## src/rtl/rst_tracker.sv

```systemverilog
// Register status table: per-register busy flag plus producer FU tag, set by dispatch,
// cleared by tag-matching writebacks, with two combinational source lookups.
module rst_tracker #(
   parameter int NREGS   = 32,
   parameter int TAG_W   = 2,
   parameter int NWB     = 2,
   parameter int ZERO_HW = 1,
   parameter int WB_BYP  = 1,
   localparam int IDX_W  = $clog2(NREGS)
) (
   input  logic                   CLK,
   input  logic                   RST,
   input  logic                   flush,
   input  logic                   di_en,
   input  logic [IDX_W-1:0]       di_rd,
   input  logic [TAG_W-1:0]       di_tag,
   input  logic [2*IDX_W-1:0]     rs_idx,
   output logic [1:0]             rs_busy,
   output logic [2*TAG_W-1:0]     rs_tag,
   input  logic [NWB-1:0]         wb_en,
   input  logic [NWB*IDX_W-1:0]   wb_rd,
   input  logic [NWB*TAG_W-1:0]   wb_tag,
   output logic [NREGS-1:0]       busy_vec,
   output logic [IDX_W:0]         busy_cnt,
   output logic                   all_idle
);

   logic [NREGS-1:0]            busy_q, busy_d;
   logic [NREGS-1:0][TAG_W-1:0] tag_q, tag_d;
   logic [IDX_W:0]              cnt_q, cnt_d;
   logic                        idle_q;
   logic [NREGS-1:0]            clr;
   logic [IDX_W-1:0]            srcIdx;

   // A writeback only clears the entry if it still belongs to that producer, so a newer
   // (re-dispatched) owner survives. Dispatch overrides any same-cycle clear; flush overrides all.
   always_comb begin
      clr    = '0;
      busy_d = busy_q;
      tag_d  = tag_q;
      cnt_d  = '0;
      for (int r = 0; r < NREGS; r++) begin
         for (int k = 0; k < NWB; k++) begin
            if (wb_en[k] && wb_rd[k*IDX_W +: IDX_W] == IDX_W'(r) && busy_q[r] &&
                tag_q[r] == wb_tag[k*TAG_W +: TAG_W])
               clr[r] = 1'b1;
         end
      end
      for (int r = 0; r < NREGS; r++) begin
         if (di_en && di_rd == IDX_W'(r) && !(ZERO_HW != 0 && r == 0)) begin
            busy_d[r] = 1'b1;
            tag_d[r]  = di_tag;
         end else if (clr[r]) begin
            busy_d[r] = 1'b0;
            tag_d[r]  = '0;
         end
      end
      if (flush) begin
         busy_d = '0;
         tag_d  = '0;
      end
      for (int r = 0; r < NREGS; r++)
         cnt_d = cnt_d + (IDX_W+1)'(busy_d[r]);
   end

   always_ff @(posedge CLK) begin
      if (RST) begin
         busy_q <= '0;
         tag_q  <= '0;
         cnt_q  <= '0;
         idle_q <= 1'b1;
      end else begin
         busy_q <= busy_d;
         tag_q  <= tag_d;
         cnt_q  <= cnt_d;
         idle_q <= (cnt_d == '0);
      end
   end

   // Lookups see registered state only; with bypass a same-cycle matching clear reads as idle.
   always_comb begin
      rs_busy = '0;
      rs_tag  = '0;
      srcIdx  = '0;
      for (int s = 0; s < 2; s++) begin
         srcIdx = rs_idx[s*IDX_W +: IDX_W];
         for (int r = 0; r < NREGS; r++) begin
            if (srcIdx == IDX_W'(r) && busy_q[r] && !(WB_BYP != 0 && clr[r])) begin
               rs_busy[s]                = 1'b1;
               rs_tag[s*TAG_W +: TAG_W]  = tag_q[r];
            end
         end
      end
   end

   assign busy_vec = busy_q;
   assign busy_cnt = cnt_q;
   assign all_idle = idle_q;

endmodule
```

## config.mk

```make
export PLATFORM = sky130hd
export DESIGN_NAME = rst_tracker
export DESIGN_NICKNAME = d
export VERILOG_FILES = /design/src/rtl/rst_tracker.sv
export SDC_FILE = /design/constraint.sdc
export NUM_CORES = 1
export LEC_CHECK = 0
export CAP_MARGIN = 15
export CORE_MARGIN = 3
export CORE_UTILIZATION = 54
export CTS_CLUSTER_DIAMETER = 40
export DETAILED_ROUTE_END_ITERATION = 8
export PLACE_DENSITY = 0.79
export SLEW_MARGIN = 20
export SYNTH_ARGS = -nofsm -noshare
export SYNTH_HDL_FRONTEND = slang
export SYNTH_SLANG_ARGS = --single-unit
```

## constraint.sdc

```tcl
create_clock -name CLK -period 7.98 [get_ports CLK]
set_clock_uncertainty 0.05 [all_clocks]
set_input_delay 2.394 -clock CLK [delete_from_list [all_inputs] [get_ports CLK]]
set_output_delay 2.394 -clock CLK [all_outputs]
set_load 0.01 [all_outputs]
```

==> results of run 1 <==
==> layout make-up <==
| type | count | share of cell area (%) |
|---|---|---|
| diodes | 2 | 0.0390 |
| repair buffers | 391 | 25.0 |
| clock buffers | 11 | 1.89 |
| inverters | 48 | 1.40 |
| well taps | 216 | 2.10 |
| multi-input cells | 1030 | 53.5 |
| clock inverters | 5 | 0.341 |
| flip-flops and latches | 101 | 15.7 |
==> cells by family (layout without fill, tap and decap cells) <==
logic type | Yosys count | count (layout)
compound gates | 224 | 224
xor+xnor | 127 | 127
fa+ha+maj | 31 | 31
buf+inv | 112 | 455
flops | 101 | 101
other cells | 0 | 2
simple gates | 648 | 648
==> metrics by stage <==
step / TNS [ns] / worst slack, ns / instances / hold slack (ns)
after floorplan: 0 / 0.0838 / 1243 / 0.447
after global placement: -4.14 / -0.549 / 1776 / 0.478
after detailed placement: -5.71 / -0.823 / 1776 / 0.481
after CTS: -0.00519 / -0.00519 / 1798 / 0.491
after global routing: -0.307 / -0.123 / 1802 / 0.524
final: -0.0605 / -0.0561 / 1804 / 0.500
==> layer usage <==
| metal | up-vias | GRT usage [%] | wire length, um |
|---|---|---|---|
| met2 | 1216 | 71.1 | 18600 |
| met3 | 362 | 17.9 | 7870 |
| li1 | 5160 | - | - |
| met5 | - | 0 | 0 |
| met4 | 0 | 28.6 | 4140 |
| met1 | 5538 | 62.6 | 16300 |
==> synth_stat cells, drive strengths merged, types with 13 or more instances <==
cell      n  area share (%)
dfxtp   101              22
buf      26             2.1
nor4     22             1.7
nand3   109             6.1
inv      48             2.0
xnor2    98             9.5
a21o     18             1.5
nand2   176             7.3
clkbuf   38             1.6
nand2b   17             1.2
nand4    63             4.4
nor3     43             2.4
a21oi   116             6.4
o21ai    18             1.0
nor2     99             4.1
nor2b    13            0.90
fa       24             5.3
xor2     29             2.8
==> timing repair <==
item,in CTS,in global routing
setup buffers,7,4
endpoints found under the setup margin,11,10
cloned,0,0
gates resized for setup,72,73
pin swaps,20,24
==> flip-flops by register name, indices dropped and copies added (netlist names) <==
| name | cells |
|---|---|
| all_idle | 1 |
| busy_cnt | 6 |
| busy_vec | 32 |
| tag_q | 62 |
==> tightest hold or removal path, delay by kind of cell, from the launching register on <==
kind	cells	cell delay (ns)
AOI/OAI and AO/OA	1	0.06
DFF	1	0.36
and+or+nand+nor	1	0.09
==> power by group through the flow <==
stage	registers [mW]	clock network, mW	logic [mW]
detailed placement	0.522	0	0.251
finish	0.510	0.463	0.284
global placement	0.522	0	0.246
global route	0.510	0.480	0.286
CTS	0.510	0.458	0.256
floorplan	0.522	0	0.112
==> path summary, 6_finish.rpt <==
| kind | cells after the start | to | from |
|---|---|---|---|
| worst max-delay path | 24 | all_idle$_SDFF_PP1_ | wb_rd[3] |
| worst min-delay path | 2 | tag_q[57]$_SDFFE_PP0P_ | tag_q[57]$_SDFFE_PP0P_ |
| worst max register to register | 22 | all_idle$_SDFF_PP1_ | tag_q[27]$_SDFFE_PP0P_ |
| worst min register to register | 2 | tag_q[57]$_SDFFE_PP0P_ | tag_q[57]$_SDFFE_PP0P_ |
==> flow_summary.toml, run 1 <==
[sta]
fin_crit_sh_pct = 101
fmax_mhz = 124
layout_min_cycle_time_ns = 8.04
hold_viol_final = 0
worst_slack_ns = -0.0561
relSlewSlack_pct = 30.6
finalSetupViolCount = 2
slew_viol_final = 0
rsz0062_at_grt = "yes"
worst_pin_slew_ns = 1.04

[global_route]
grt_pass1_vias = 11400
grt_overflow = 0
track_usage_pct = 49.1
antenna_found_initial = 1
grt_max_degree = 53
grt_first_pass_wirelength_um = 67400

[worst_setup_path]
crit_path_start_kind = "input port"
worstSetupPathType = "input port to flop"
worst_path_largest_cell_delay_ns = 0.59
worst-path-buf-inv = 6
cpLargestDelayFamily = "adder cells"
critical_path.max_fanout = 7
cp_common_cell = "fa_1"
crit_path_end_kind = "flop"
critPathSlowestCell = "fa_2"
reg2reg_slack_ns = 1.81
critPathRequiredTime_ns = 8.23
cp_cell_sequence = "clkbuf_2, buf_4, and4b_2, and4_1, nor3_2, nor2_1, nor2_1, fa_2, fa_1, inv_1, fa_1, fa_1, fa_2, fa_1, inv_1, ha_2, inv_2, fa_2, inv_2, a21o_1, a21oi_2, xor2_1, nand4b_1, o21bai_1"
cp_data_arrival_time_ns = 8.29

[status]
outcome = "complete, but fails checks"
violations = "design-rule violations, negative setup slack"

[synthesis]
synth_top_family_by_area = "simple AND/OR/NAND/NOR gates"
avgSynthCellArea_um2 = 7.27
synth_fa_ha_area_share_pct = 6.29
synthFlopType = "dfxtp_1"
syn_inst = 1243
synth.net_count = 1311
synth-edff-count = 0
synth-simple-area-share_pct = 37.7
synth_compound_area_share_pct = 15.6
yosys_register_bits = 101
syn-cell-area_um2 = 9030
synth-xor-area-share_pct = 12.3
synth_cell_types = 75
ys.warnings.count = 0
synth.area.mux_share_pct = 0
synthArstFlopShare_pct = 0
ys_seq_area_share_pct = 22.4

[layout]
final_cell_mix = "buf_4 (294), nand2_1 (173), a21oi_1 (109)"
seqCellArea_um2 = 2020
final_common_cell = "buf_4"
drive_above_1_share_pct = 27.6
num-nets-final = 1649
fin_util_pct = 79.7
fill_cells = 1149
syn_to_final_growth_pct = 42.2
multiInputGateArea_um2 = 6870
fin_area_um2 = 12800

[floorplan]
die-width_um = 135
start_util_pct = 56.1
die-area_um2 = 18300
rows = 46
io_pins = 82
coreArea_um2 = 16100
die_h_um = 135

[power_and_ir_drop]
p_clk_share_pct = 36.8
seqPwrFrac_pct = 40.6
p_total_mw = 1.26
power.leakage_nw = 4.99
swShare_pct = 32.7
p_per_area_nw_per_um2 = 97.9
peakVddDrop_mv = 0.145
intPower_uw = 846
pwr-share-comb_pct = 22.6
power.switching_uw = 411

[min_path]
hold_path_class = "flop to flop"

[cts]
htree_levels = 3
numCtsBuffers = 9
clk_pin_slew_ns = 0.08
clock_latency_ns = 0.38
hold_buffers = 0
root_buffer = "clkbuf_16"
cts.sinks = 101
clk_path_buf_depth = 2
cts_tree = "built"

[route]
dr.pass1.iters = 9
drt_iter0_markers = 2195
routedWlPerCell_um = 26.0
viasPerCell = 6.80
drc_errors = 2
ant_nets = 0
routed_wl_um = 47000
dr_total_vias = 12300

[placement]
place_area_um2 = 12100
io_buffers = 81
place.detailed.hpwl_um = 35400
place_congestion = 1.12

[job]
maxCapViolations = 0
Note: power is estimated with default switching activity, not from simulation.
==> run 2: changes to the inputs <==
ABC_CLOCK_PERIOD_IN_PS = 7980   (was not set)
GPL_TIMING_DRIVEN = 1   (was not set)
==> results of run 2 <==
The final DEF is identical to that of run 1; final timing and power are the same.
==> run 3: changes to the inputs <==
PLACE_DENSITY = 0.82   (was 0.79)
==> run 3 against run 2 <==
The run now ends clean. Fmax is 1.1% higher. Clock-buffer cell count fell by 1. Hold slack worse by 0.0044 ns. Combinational power is 4% lower. Die area unchanged. Critical path type is now input port to output pin. Critical endpoint is now rs_tag[1]. Largest power group unchanged.
==> flow_summary.toml, run 3 (synthesized netlist as in run 1, its figures left out) <==
[status]
outcome = "completed"

[sta]
hold_viol_final = 0
worst_slack_ns = 0.0306
finalSetupViolCount = 0
layout_min_cycle_time_ns = 7.95
worst_pin_slew_ns = 1.09
slew_viol_final = 0
relSlewSlack_pct = 27.6
fmax_mhz = 126
rsz0062_at_grt = "yes"
fin_crit_sh_pct = 99.6

[cts]
cts_tree = "built"
hold_buffers = 0
root_buffer = "clkbuf_16"
clk_pin_slew_ns = 0.08
cts.sinks = 101
clock_latency_ns = 0.37
clk_path_buf_depth = 2
numCtsBuffers = 9
htree_levels = 3

[placement]
dp_cells = 1772
place_congestion = 1.13
io_buffers = 81
place.detailed.hpwl_um = 35700
pre_cts_slack_ns = -0.763

[floorplan]
start_util_pct = 56.1
die_h_um = 135
die-area_um2 = 18300
coreArea_um2 = 16100
io_pins = 82
rows = 46
die-width_um = 135

[layout]
final_cell_mix = "buf_4 (294), nand2_1 (176), a21oi_1 (112)"
regMostFlops = "tag_q"
syn_to_final_growth_pct = 40.2
num-nets-final = 1645
seqCellArea_um2 = 2020
largest_register_ffs = 62
fill_cells = 1185
multiInputGateArea_um2 = 6750
drive_above_1_share_pct = 26.0
final_cells = 1800
final_common_cell = "buf_4"

[min_path]
hold_start = "tag_q[47]$_SDFFE_PP0P_"
hold_path_class = "flop to flop"
whs_path_depth = 2
whs_endpoint = "tag_q[47]$_SDFFE_PP0P_"

[route]
viasPerCell = 6.83
routedWlPerCell_um = 25.5
routed_wl_um = 45900
ant_nets = 0
drt_iter0_markers = 2213
drc_errors = 0
dr.pass1.iters = 7
dr_total_vias = 12300

[worst_setup_path]
worst_path_largest_cell_delay_ns = 0.55
cp_cell_sequence = "buf_6, buf_6, or4b_4, buf_6, nor4_4, or3b_4, buf_4, buf_4, nor3_1, buf_4, a221oi_1, nand4_1, buf_4, a211oi_1, nor3_1, dlygate4sd2_1"
reg2reg_depth = 23
crit_path_end_kind = "output pin"
critPathSlowestCell = "or4b_4"
reg2reg_slack_ns = 2.03
path_depth = 16
cp_common_cell = "buf_4"
cpLargestDelayFamily = "simple AND/OR/NAND/NOR gates"
cp_data_arrival_time_ns = 5.51
worst-path-buf-inv = 8
critical_path.max_fanout = 2
worstSetupPathType = "input port to output pin"
reg2reg_from = "tag_q[34]$_SDFFE_PP0P_"
r2r-end = "all_idle$_SDFF_PP1_"
crit_path_start_kind = "input port"
critPathRequiredTime_ns = 5.54

[global_route]
track_usage_pct = 49.0
grt_first_pass_wirelength_um = 67400
use_met3_pct = 16.5
grt_busiest_layer = "met2"
grt_overflow = 0
grt_pass1_vias = 11500
grt_max_degree = 55
grt_use_met1_pct = 61.5
antenna_found_initial = 1
met2_usage_pct = 71.0

[power_and_ir_drop]
peakVddDrop_mv = 0.132
p_per_area_nw_per_um2 = 98.6
power.leakage_nw = 4.98

[job]
maxCapViolations = 0
[run 3: how the worst max path moves through the flow]
stage / start / end / slack [ns]
floorplan: wb_tag[1] / all_idle$_SDFF_PP1_ / 0.08
global placement: wb_rd[9] / all_idle$_SDFF_PP1_ / -0.56
detailed placement: wb_rd[4] / all_idle$_SDFF_PP1_ / -0.76
CTS: wb_rd[9] / all_idle$_SDFF_PP1_ / -0.07
global route: di_rd[2] / all_idle$_SDFF_PP1_ / -0.13
finish: wb_rd[9] / rs_tag[1] / 0.03
[run 3: tightest hold or removal path, cell delays in order, from the launching register on]
cell and delay [ns]:
dfxtp_1 0.36, nand3_1 0.08, a21oi_1 0.06
[run 3: repair_timing]
action                                  4_1_cts  5_1_grt
pin swaps                                    20       17
endpoints found under the setup margin       11        9
resized for setup                            71       36
buffers inserted                              9        1
endpoints found under the hold margin         0        0
[run 3: area by class of cell]
| class | count | area share (%) |
|---|---|---|
| Inverter | 48 | 1.42 |
| Sequential cell | 101 | 16.0 |
| Tap cell | 216 | 2.13 |
| Clock inverter | 6 | 0.405 |
| Clock buffer | 10 | 1.89 |
| Multi-Input combinational cell | 1030 | 53.3 |
| Antenna cell | 2 | 0.0395 |
| Timing Repair Buffer | 387 | 24.9 |
[run 3: where the power goes]
group / internal [mW] / switching (mW)
registers: 0.507 / 0.00331
clock network: 0.227 / 0.239
logic: 0.110 / 0.162
[run 3: per-stage QoR]
step	setup TNS (ns)	total power, mW	util, %	hold WS, ns	instance area [um2]
after floorplan	0	0.634	-	0.447	9030
after global placement	-4.37	0.763	74.8	0.473	12100
after detailed placement	-5.81	0.768	74.8	0.484	12100
after CTS	-0.0825	1.22	78.0	0.478	12600
after global routing	-0.258	1.27	78.6	0.526	12700
final	0	1.25	78.6	0.496	12700
[run 3: layer usage]
layer,part of all wire [%],vias to the layer above
met2,40,1216
met3,16,304
met4,8.9,0
li1,-,5153
met1,35,5618
met5,0,-
